File: config.mk
export PLATFORM = sky130hd
export DESIGN_NAME = seg_scan
export DESIGN_NICKNAME = d
export VERILOG_FILES = /design/src/rtl/seg_pkg.sv /design/src/rtl/seg_scan_timer.sv /design/src/rtl/seg_scan.sv
export SDC_FILE = /design/constraint.sdc
export NUM_CORES = 1
export LEC_CHECK = 0
export CORE_AREA = 2 2 111 113
export DETAILED_ROUTE_END_ITERATION = 10
export DIE_AREA = 0 0 113 115
export PLACE_DENSITY = 0.73
export SETUP_SLACK_MARGIN = 0.1
export SYNTH_ARGS = -nofsm -noshare
export SYNTH_HDL_FRONTEND = slang
export SYNTH_SLANG_ARGS = --single-unit
export TNS_END_PERCENT = 30
File: constraint.sdc
create_clock -name clk -period 4.6 [get_ports clk]
set_clock_uncertainty 0.15 [all_clocks]
set_input_delay 0.69 -clock clk [delete_from_list [all_inputs] [get_ports clk]]
set_output_delay 0.69 -clock clk [all_outputs]
set_load 0.02 [all_outputs]
File: src/rtl/seg_pkg.sv
// Shared types and constants for the multiplexed segment-display scanner.
package seg_pkg;

   localparam logic [7:0] SEG_OFF    = 8'hFF;
   localparam int         NUM_DIGITS = 8;

   typedef enum logic [1:0] {
      START = 2'd0,
      BLANK = 2'd1,
      ON    = 2'd2
   } seg_state_t;

   // Active-low one-cold digit select for a digit index.
   function automatic logic [7:0] an_sel(input logic [2:0] idx);
      return ~(8'h01 << idx);
   endfunction

endpackage

File: src/rtl/seg_scan_timer.sv
// Phase counter and slot sequencer for seg_scan; exposes the next-cycle
// phase/digit so the top level can register its outputs on the same edge.
//
//   state | meaning
//   ------+-------------------------------------------------------------
//   START | one cycle after reset, everything off; next edge starts frame
//   BLANK | all-off gap ahead of a digit, BLANK_CYCLES clocks
//   ON    | digit idx driven, DIGIT_CYCLES clocks; then idx advances
module seg_scan_timer
   import seg_pkg::*;
#(
   parameter int DIGIT_CYCLES = 1000,
   parameter int BLANK_CYCLES = 50
) (
   input  logic       clk,
   input  logic       rst,
   output seg_state_t phase_next,
   output logic [2:0] idx_next,
   output logic       frame_start
);

   localparam int CNT_BIG = (DIGIT_CYCLES > BLANK_CYCLES) ? DIGIT_CYCLES : BLANK_CYCLES;
   localparam int CNT_MAX = (CNT_BIG < 2) ? 2 : CNT_BIG;
   localparam int CW      = $clog2(CNT_MAX);
   localparam bit HAS_BLANK = (BLANK_CYCLES > 0);

   localparam logic [CW-1:0] DIGIT_LAST = CW'(DIGIT_CYCLES - 1);
   localparam logic [CW-1:0] BLANK_LAST = HAS_BLANK ? CW'(BLANK_CYCLES - 1) : '0;

   seg_state_t    phase;
   logic [2:0]    idx;
   logic [CW-1:0] cnt;
   logic [CW-1:0] cnt_next;

   always_ff @(posedge clk or posedge rst) begin
      if (rst) begin
         phase <= START;
         idx   <= 3'd0;
         cnt   <= '0;
      end else begin
         phase <= phase_next;
         idx   <= idx_next;
         cnt   <= cnt_next;
      end
   end

   always_comb begin
      phase_next  = phase;
      idx_next    = idx;
      cnt_next    = cnt + 1'b1;
      frame_start = 1'b0;
      case (phase)
         START: begin
            cnt_next    = '0;
            idx_next    = 3'd0;
            frame_start = 1'b1;
            phase_next  = HAS_BLANK ? BLANK : ON;
         end
         BLANK: begin
            if (cnt == BLANK_LAST) begin
               cnt_next   = '0;
               phase_next = ON;
            end
         end
         ON: begin
            if (cnt == DIGIT_LAST) begin
               cnt_next    = '0;
               idx_next    = idx + 1'b1;
               frame_start = (idx == 3'd7);
               phase_next  = HAS_BLANK ? BLANK : ON;
            end
         end
         default: begin
            cnt_next   = '0;
            phase_next = START;
         end
      endcase
   end

endmodule

File: src/rtl/seg_scan.sv
// Eight-digit display multiplexer: snapshots patterns once per frame and
// drives one digit at a time on a shared active-low segment bus.
module seg_scan
   import seg_pkg::*;
#(
   parameter int DIGIT_CYCLES = 1000,
   parameter int BLANK_CYCLES = 50
) (
   input  logic       clk,
   input  logic       rst,
   input  logic [7:0] i_seg1,
   input  logic [7:0] i_seg2,
   input  logic [7:0] i_seg3,
   input  logic [7:0] i_seg4,
   input  logic [7:0] i_seg5,
   input  logic [7:0] i_seg6,
   input  logic [7:0] i_seg7,
   input  logic [7:0] i_seg8,
   input  logic [7:0] i_en,
   output logic [7:0] o_seg,
   output logic [7:0] o_an,
   output logic       o_frame
);

   seg_state_t phase_next;
   logic [2:0] idx_next;
   logic       frame_start;

   logic [7:0] seg_in    [NUM_DIGITS];
   logic [7:0] snap      [NUM_DIGITS];
   logic [7:0] snap_next [NUM_DIGITS];

   seg_scan_timer #(
      .DIGIT_CYCLES(DIGIT_CYCLES),
      .BLANK_CYCLES(BLANK_CYCLES)
   ) u_timer (
      .clk        (clk),
      .rst        (rst),
      .phase_next (phase_next),
      .idx_next   (idx_next),
      .frame_start(frame_start)
   );

   assign seg_in[0] = i_seg1;
   assign seg_in[1] = i_seg2;
   assign seg_in[2] = i_seg3;
   assign seg_in[3] = i_seg4;
   assign seg_in[4] = i_seg5;
   assign seg_in[5] = i_seg6;
   assign seg_in[6] = i_seg7;
   assign seg_in[7] = i_seg8;

   // Fresh inputs are forwarded so slot 0 shows them even with no blank gap.
   always_comb begin
      for (int i = 0; i < NUM_DIGITS; i++) begin
         snap_next[i] = frame_start ? seg_in[i] : snap[i];
      end
   end

   always_ff @(posedge clk or posedge rst) begin
      if (rst) begin
         snap    <= '{default: SEG_OFF};
         o_seg   <= SEG_OFF;
         o_an    <= SEG_OFF;
         o_frame <= 1'b0;
      end else begin
         snap    <= snap_next;
         o_frame <= frame_start;
         if (phase_next == ON && i_en[idx_next]) begin
            o_an  <= an_sel(idx_next);
            o_seg <= snap_next[idx_next];
         end else begin
            o_an  <= SEG_OFF;
            o_seg <= SEG_OFF;
         end
      end
   end

endmodule

# ---- Yosys cells after proc, flatten, opt, wreduce, memory -nomap -nowiden
# Cells that the tools add are included.
dict set report totals {
  reg_bits 96
  out_inout_bits 17
  word_cells 54
}
dict set report op_classes {
  addsub 2
  n_lt_le_gt_ge 2
  eq_ne 6
  shifts 1
  mux 25
  bitwise 2
  reduce_logical 2
}
# cell n
set ops {}
lappend ops {{2-to-1 mux 8 bit} 12}
lappend ops {{binary-select mux 8 bit (select 3 bit)} 1}
lappend ops {{2-to-1 mux 10 bit} 2}
lappend ops {{case mux 10 bit (2 select lines)} 1}
lappend ops {{adder 10 x 1 -> 10 bit (second input constant)} 1}
lappend ops {{== test 10 bit (second input constant)} 1}
lappend ops {{== test 10 x 6 -> 1 bit (second input constant)} 1}
lappend ops {{NOT 8 bit} 1}
lappend ops {{<< shifter 1 x 3 -> 8 bit (first input constant)} 1}
lappend ops {{case mux 2 bit (3 select lines)} 1}
lappend ops {{case mux 3 bit (2 select lines)} 1}
lappend ops {{== test 2 bit (second input constant)} 2}
lappend ops {{>= comparator 4 bit (second input constant)} 1}
lappend ops {{< comparator 3 x 4 -> 1 bit (second input constant)} 1}
lappend ops {{2-to-1 mux 2 bit} 2}
lappend ops {{NOT 3 -> 4 bit} 1}
lappend ops {{adder 3 x 1 -> 3 bit (second input constant)} 1}
lappend ops {{binary-select mux 1 bit (select 3 bit)} 1}
lappend ops {{== test 3 bit (second input constant)} 1}
lappend ops {{2-to-1 mux 3 bit} 1}
lappend ops {{== test 2 x 1 -> 1 bit (second input constant)} 1}
lappend ops {{logical NOT 2 bit} 1}
lappend ops {{2-to-1 mux 1 bit} 2}
lappend ops {{case mux 1 bit (2 select lines)} 1}
lappend ops {{logical AND 1 bit} 1}

# ---- Logic depth before layout (Yosys ltp)
dict set report logic_depth {
  word_depth 8
  ltp_mapped 11
  ltp_nobuf 9
}

# ---- Cells and area by module
# A second synthesis with hierarchy kept.
dict set report unflattened {
  cells_unflattened 328
  area_unflattened_um2 4609.4
}
# module instances cells_each area_per_inst_um2 seq_area_each_um2
set modules_own_cells {}
lappend modules_own_cells {seg_scan 1 238 3639.7 2127.0}
lappend modules_own_cells {seg_scan_timer 1 90 969.7 375.4}

# ---- Worst setup path after synthesis
# Ideal clock, no wire load.
dict set report synth_timing {
  path_type {register -> register}
  start {register u_timer.cnt[1]}
  end {register o_seg[0]}
  setup_ps 80
  t_arrival_ps 2774
  required_ps 4370
  setup_slack_ps 1597
  stages_incl_launch_ff 10
  path_buffers 1
  period_less_slack_ps 3003
  path_cell_list {dfrtp_1 -> inv_1 -> ha_1 -> or4b_4 -> o31a_1 -> a2bb2oi_1 -> or4b_4 -> or4_4 -> buf_6 -> a32o_1}
}
dict set report synth_between {
  elab_chain_cells 8
}
# item line
set synth_lines {}
lappend synth_lines {{from (decl)} seg_scan_timer.sv:32} ;# logic [CW-1:0] cnt;
lappend synth_lines {{from (signal assigned)} seg_scan_timer.sv:43} ;# cnt <= cnt_next;
lappend synth_lines {{== test 10 bit} seg_scan_timer.sv:66} ;# if (cnt == DIGIT_LAST) begin
lappend synth_lines {{2-to-1 mux 1 bit or 2-to-1 mux 3 bit (tied branches)} seg_scan_timer.sv:66}
lappend synth_lines {{case mux 1 bit (2 select lines) or case mux 3 bit (2 select lines) (tied branches)} seg_scan_timer.sv:52} ;# case (phase)
lappend synth_lines {{2-to-1 mux 8 bit or NOT 3 -> 4 bit (tied branches)} {seg_scan.sv:56, seg_scan.sv:71}}
lappend synth_lines {{binary-select mux 8 bit (select 3 bit)} seg_scan.sv:71} ;# o_seg <= snap_next[idx_next];
lappend synth_lines {{2-to-1 mux 8 bit (implied by the code) (2 in a row)} seg_scan.sv:71}
lappend synth_lines {{2-to-1 mux 8 bit *} seg_scan.sv:69} ;# if (phase_next == ON && i_en[idx_next]) begin
lappend synth_lines {{to (signal assigned)} seg_scan.sv:71}
lappend synth_lines {{to (decl)} seg_scan.sv:20} ;# output logic [7:0] o_seg,
# Every way passes the cells marked *; elsewhere a longest branch is shown, timed or not. The select of a mux whose other input is x is not followed.

# ---- Worst setup path in the final report
dict set report layout_timing {
  start {register u_timer.phase[0]}
  end {register o_seg[3]}
}
dict set report layout_between {
  elab_chain_cells 7
}
# item line
set layout_lines {}
lappend layout_lines {{from (decl)} seg_scan_timer.sv:30} ;# seg_state_t phase;
lappend layout_lines {{from (signal assigned)} seg_scan_timer.sv:41} ;# phase <= phase_next;
lappend layout_lines {{== test 2 bit or logical NOT 2 bit (tied branches)} seg_scan_timer.sv:52}
lappend layout_lines {{case mux 1 bit (2 select lines) or case mux 3 bit (2 select lines) (tied branches)} seg_scan_timer.sv:52}
lappend layout_lines {{2-to-1 mux 8 bit or NOT 3 -> 4 bit (tied branches)} {seg_scan.sv:56, seg_scan.sv:71}}
lappend layout_lines {{binary-select mux 8 bit (select 3 bit)} seg_scan.sv:71}
lappend layout_lines {{2-to-1 mux 8 bit (implied by the code) (2 in a row)} seg_scan.sv:71}
lappend layout_lines {{2-to-1 mux 8 bit *} seg_scan.sv:69}
# Marks and branches as above.

==> key figures <==
Logic synthesis
  – Cell count after synthesis: 362
  – Number of flops mapped to enable cells by yosys: 0
  – Most used DFF post-synth: dfstp_2
  – YS warnings: 0
  – Post-synth top area share: 0.4539
  – Main area contributors after synthesis: dfstp_2 (45%), mux2_2 (16%), dfrtp_1 (8.6%)
  – Ys async rst share: 1.000
  – Synth Cell Area: between 4000 and 5000 µm²
  – Synthesized Nets: about 440
  – Mapped Avg Cell Area: 12.79 µm²
  – Yosys reg bits: 96
  – Seq/Total Area, Yosys: 0.5404
  – Largest area contributor in the synthesized netlist: dfstp_2
  – Post-synthesis cell type count: 51

Clock tree
  – CTS Buffer Depth: 2
  – CTS tree: built
  – H-tree Lvls: 3
  – Hold_buf cts: 0
  – Worst skew pair latency: roughly 0.35 ns
  – TritonCTS Sinks: 96
  – CTS root buf: clkbuf_16
  – PostCTS Resize Cnt: 0
  – Num CTS Buffers: 9
  – Clock transition at the registers of the reported paths: 0.07 ns
  – # Post-CTS Setup Buffers: 0

Layout
  – P&R area growth vs syn: 28.61%
  – ANT cells: 0
  – Fill cells: between 1,000 and 1,500
  – Commonest non-fill, non-tap cells in the layout: clkdlybuf4s50_1 (90), dfstp_2 (80), mux2_2 (64)
  – Multi-input gate area: just under 2000 µm²
  – Most common cell after layout, fill and taps aside: clkdlybuf4s50_1
  – Final core utilization: 0.5042
  – FF/Latch Area: roughly 2500 µm²
  – Final Net Count: 529
  – Fraction of layout cells with a size suffix above 1: 0.3960

Placement
  – DP Wirelength: approximately 7800 µm
  – Port bufs: 90
  – Placer Congestion: 0.8728

Hold path
  – HP Class: flop to flop
  – WHS Endpoint: u_timer.cnt[0]
  – Hold path start: u_timer.cnt[0]
  – WHS Path Cells: 1

Drt
  – Post-DRT Antenna Nets: 0
  – Initial DRC Count: roughly 240
  – DR WL/cell: 17.92 µm
  – Post-Route WL: 10,740 µm
  – Vias post-DR: between 3,000 and 4,000
  – Number of remaining DRC errors: 9
  – Drt via density: between 5 and 6
  – Detailed Routing Iterations Pass 1: 7

Worst setup path
  – FF-to-FF Start: u_timer.phase[0]
  – Setup CP Type: flop to flop
  – Worst R2R End: o_seg[3]
  – Reg2reg setup slack: approximately 0.94 ns
  – Worst setup SP type: flop
  – R2R depth: 9
  – Crit path capture type: flop
  – WP data required: 4.73 ns
  – Crit path arrival time: 3.79 ns
  – Worst-path fanout max: 16

STA
  – Final Hold Fails: 0
  – Worst hold slack: ~0.36 ns
  – Final setup violation count: 0
  – Part of the cycle the worst path needs: 0.7961
  – Setup tns final: 0 ns
  – Worst Tran Pin Value: 1.012 ns
  – Min cycle time layout: 3.662 ns
  – Slew margin rel.: 0.3254
  – Max Freq: 273.1 MHz
  – Max-slew violations: 0
  – RSZ-0062 raised after global routing: false

Power
  – Worst vdd ir: about 150 µV
  – Leak: around 2.4 nW
  – Pwr Density: 302.6 nW/µm²

Die
  – Die span in x: approximately 110 µm
  – Die H: roughly 120 µm
  – Core Area: around 12,000 µm²
  – # IOs: 91
  – Num rows: 40
  – Initial Util: 0.3921
  – Die area: around 13,000 µm²

Global route
  – Gr ovfl total: 0
  – Global-route wire length before repair: between 15,000 and 20,000 µm
  – Largest net degree at the start of global routing: 52
  – All-Layer GR Usage: 0.1693
  – Vias in the first global route: 3,331
  – Initial antenna violation count: 0

Run status
  – Status: complete, but fails checks
  – Failing checks: design-rule violations

Job
  – Max-cap violations: 0
==> routing by layer <==
layer  track usage  share of wire
met4       0.06585          0.021
met5             0              0
met2        0.2802           0.48
met1        0.2152           0.44
met3       0.04217          0.057
==> worst max path at each step <==
stage / start / end / slack, ns / depth (start not counted)
after detailed placement: u_timer.phase[0] / o_seg[7] / 0.99 / 9
after global placement: u_timer.phase[0] / o_seg[4] / 1.26 / 9
after floorplan: rst / o_frame / 1.39 / 1
final: u_timer.phase[0] / o_seg[3] / 0.94 / 9
after global routing: u_timer.phase[0] / o_seg[1] / 0.60 / 9
after CTS: u_timer.phase[0] / o_seg[5] / 1.0 / 9
==> cells by family (layout without fill, tap and decap cells) <==
logic type / count (synthesis) / count (layout) / synth area share
and+or+nand+nor: 98 / 98 / 0.1189
buffers and inverters: 30 / 120 / 0.03620
AOI/OAI and AO/OA: 41 / 41 / 0.07539
xor gates and xnor gates: 8 / 8 / 0.01513
adders and majority gates: 8 / 8 / 0.02162
muxes: 81 / 81 / 0.1924
DFF: 96 / 96 / 0.5404
==> synth_stat cells, types with 3 or more instances <==
cell type  number
mux2_2         64
xnor2_1         5
inv_1           6
a211oi_1        3
clkbuf_1       12
and2b_1         8
o31ai_1         9
dfstp_2        80
mux2i_1        17
ha_1            8
xor2_1          3
nor2_1         18
nand2_1        11
buf_6           3
nand4_1         4
nand3_1        17
nor4b_1         3
dfrtp_1        16
a32o_1          9
nor3_1         18
a2bb2oi_1       9
==> critical path: stages (launching register included) <==
cell	delay, ns
dfrtp_1	0.40
inv_1	0.11
ha_1	0.43
nor2_1	0.18
and2_1	0.21
a311oi_2	0.86
inv_2	0.30
nor2_1	0.53
a2bb2oi_1	0.14
a32o_1	0.28
==> sequential cells by signal, summed over array words and instances (netlist names) <==
register	flops
o_an	8
o_frame	1
o_seg	8
snap	64
u_timer.cnt	10
u_timer.idx	3
u_timer.phase	2
==> metrics by stage <==
step / area, µm² / setup slack [ns] / power, mW / std cells
final: 5956 / 0.9381 / 1.802 / 599
after global routing: 5956 / 0.6014 / 1.874 / 599
after CTS: 5956 / 0.9989 / 1.823 / 599
after detailed placement: 5649 / 0.9895 / 1.053 / 583
after global placement: 5649 / 1.262 / 1.049 / 583
after floorplan: 4631 / 1.387 / 0.9668 / 362
==> layout make-up <==
cell class	count	area share
sequential	96	0.4202
tap	147	0.03088
inverter	8	0.005252
clock buffer	11	0.04076
timing repair buffer	96	0.1588
clock inverter	5	0.01071
multi-input combinational	236	0.3334
==> power by group <==
part	internal, mW	switching [mW]
Clock	0.441	0.323
Combinational	0.0841	0.0526
Sequential	0.895	0.00623
No activity file was read; power rests on OpenSTA's default activity.
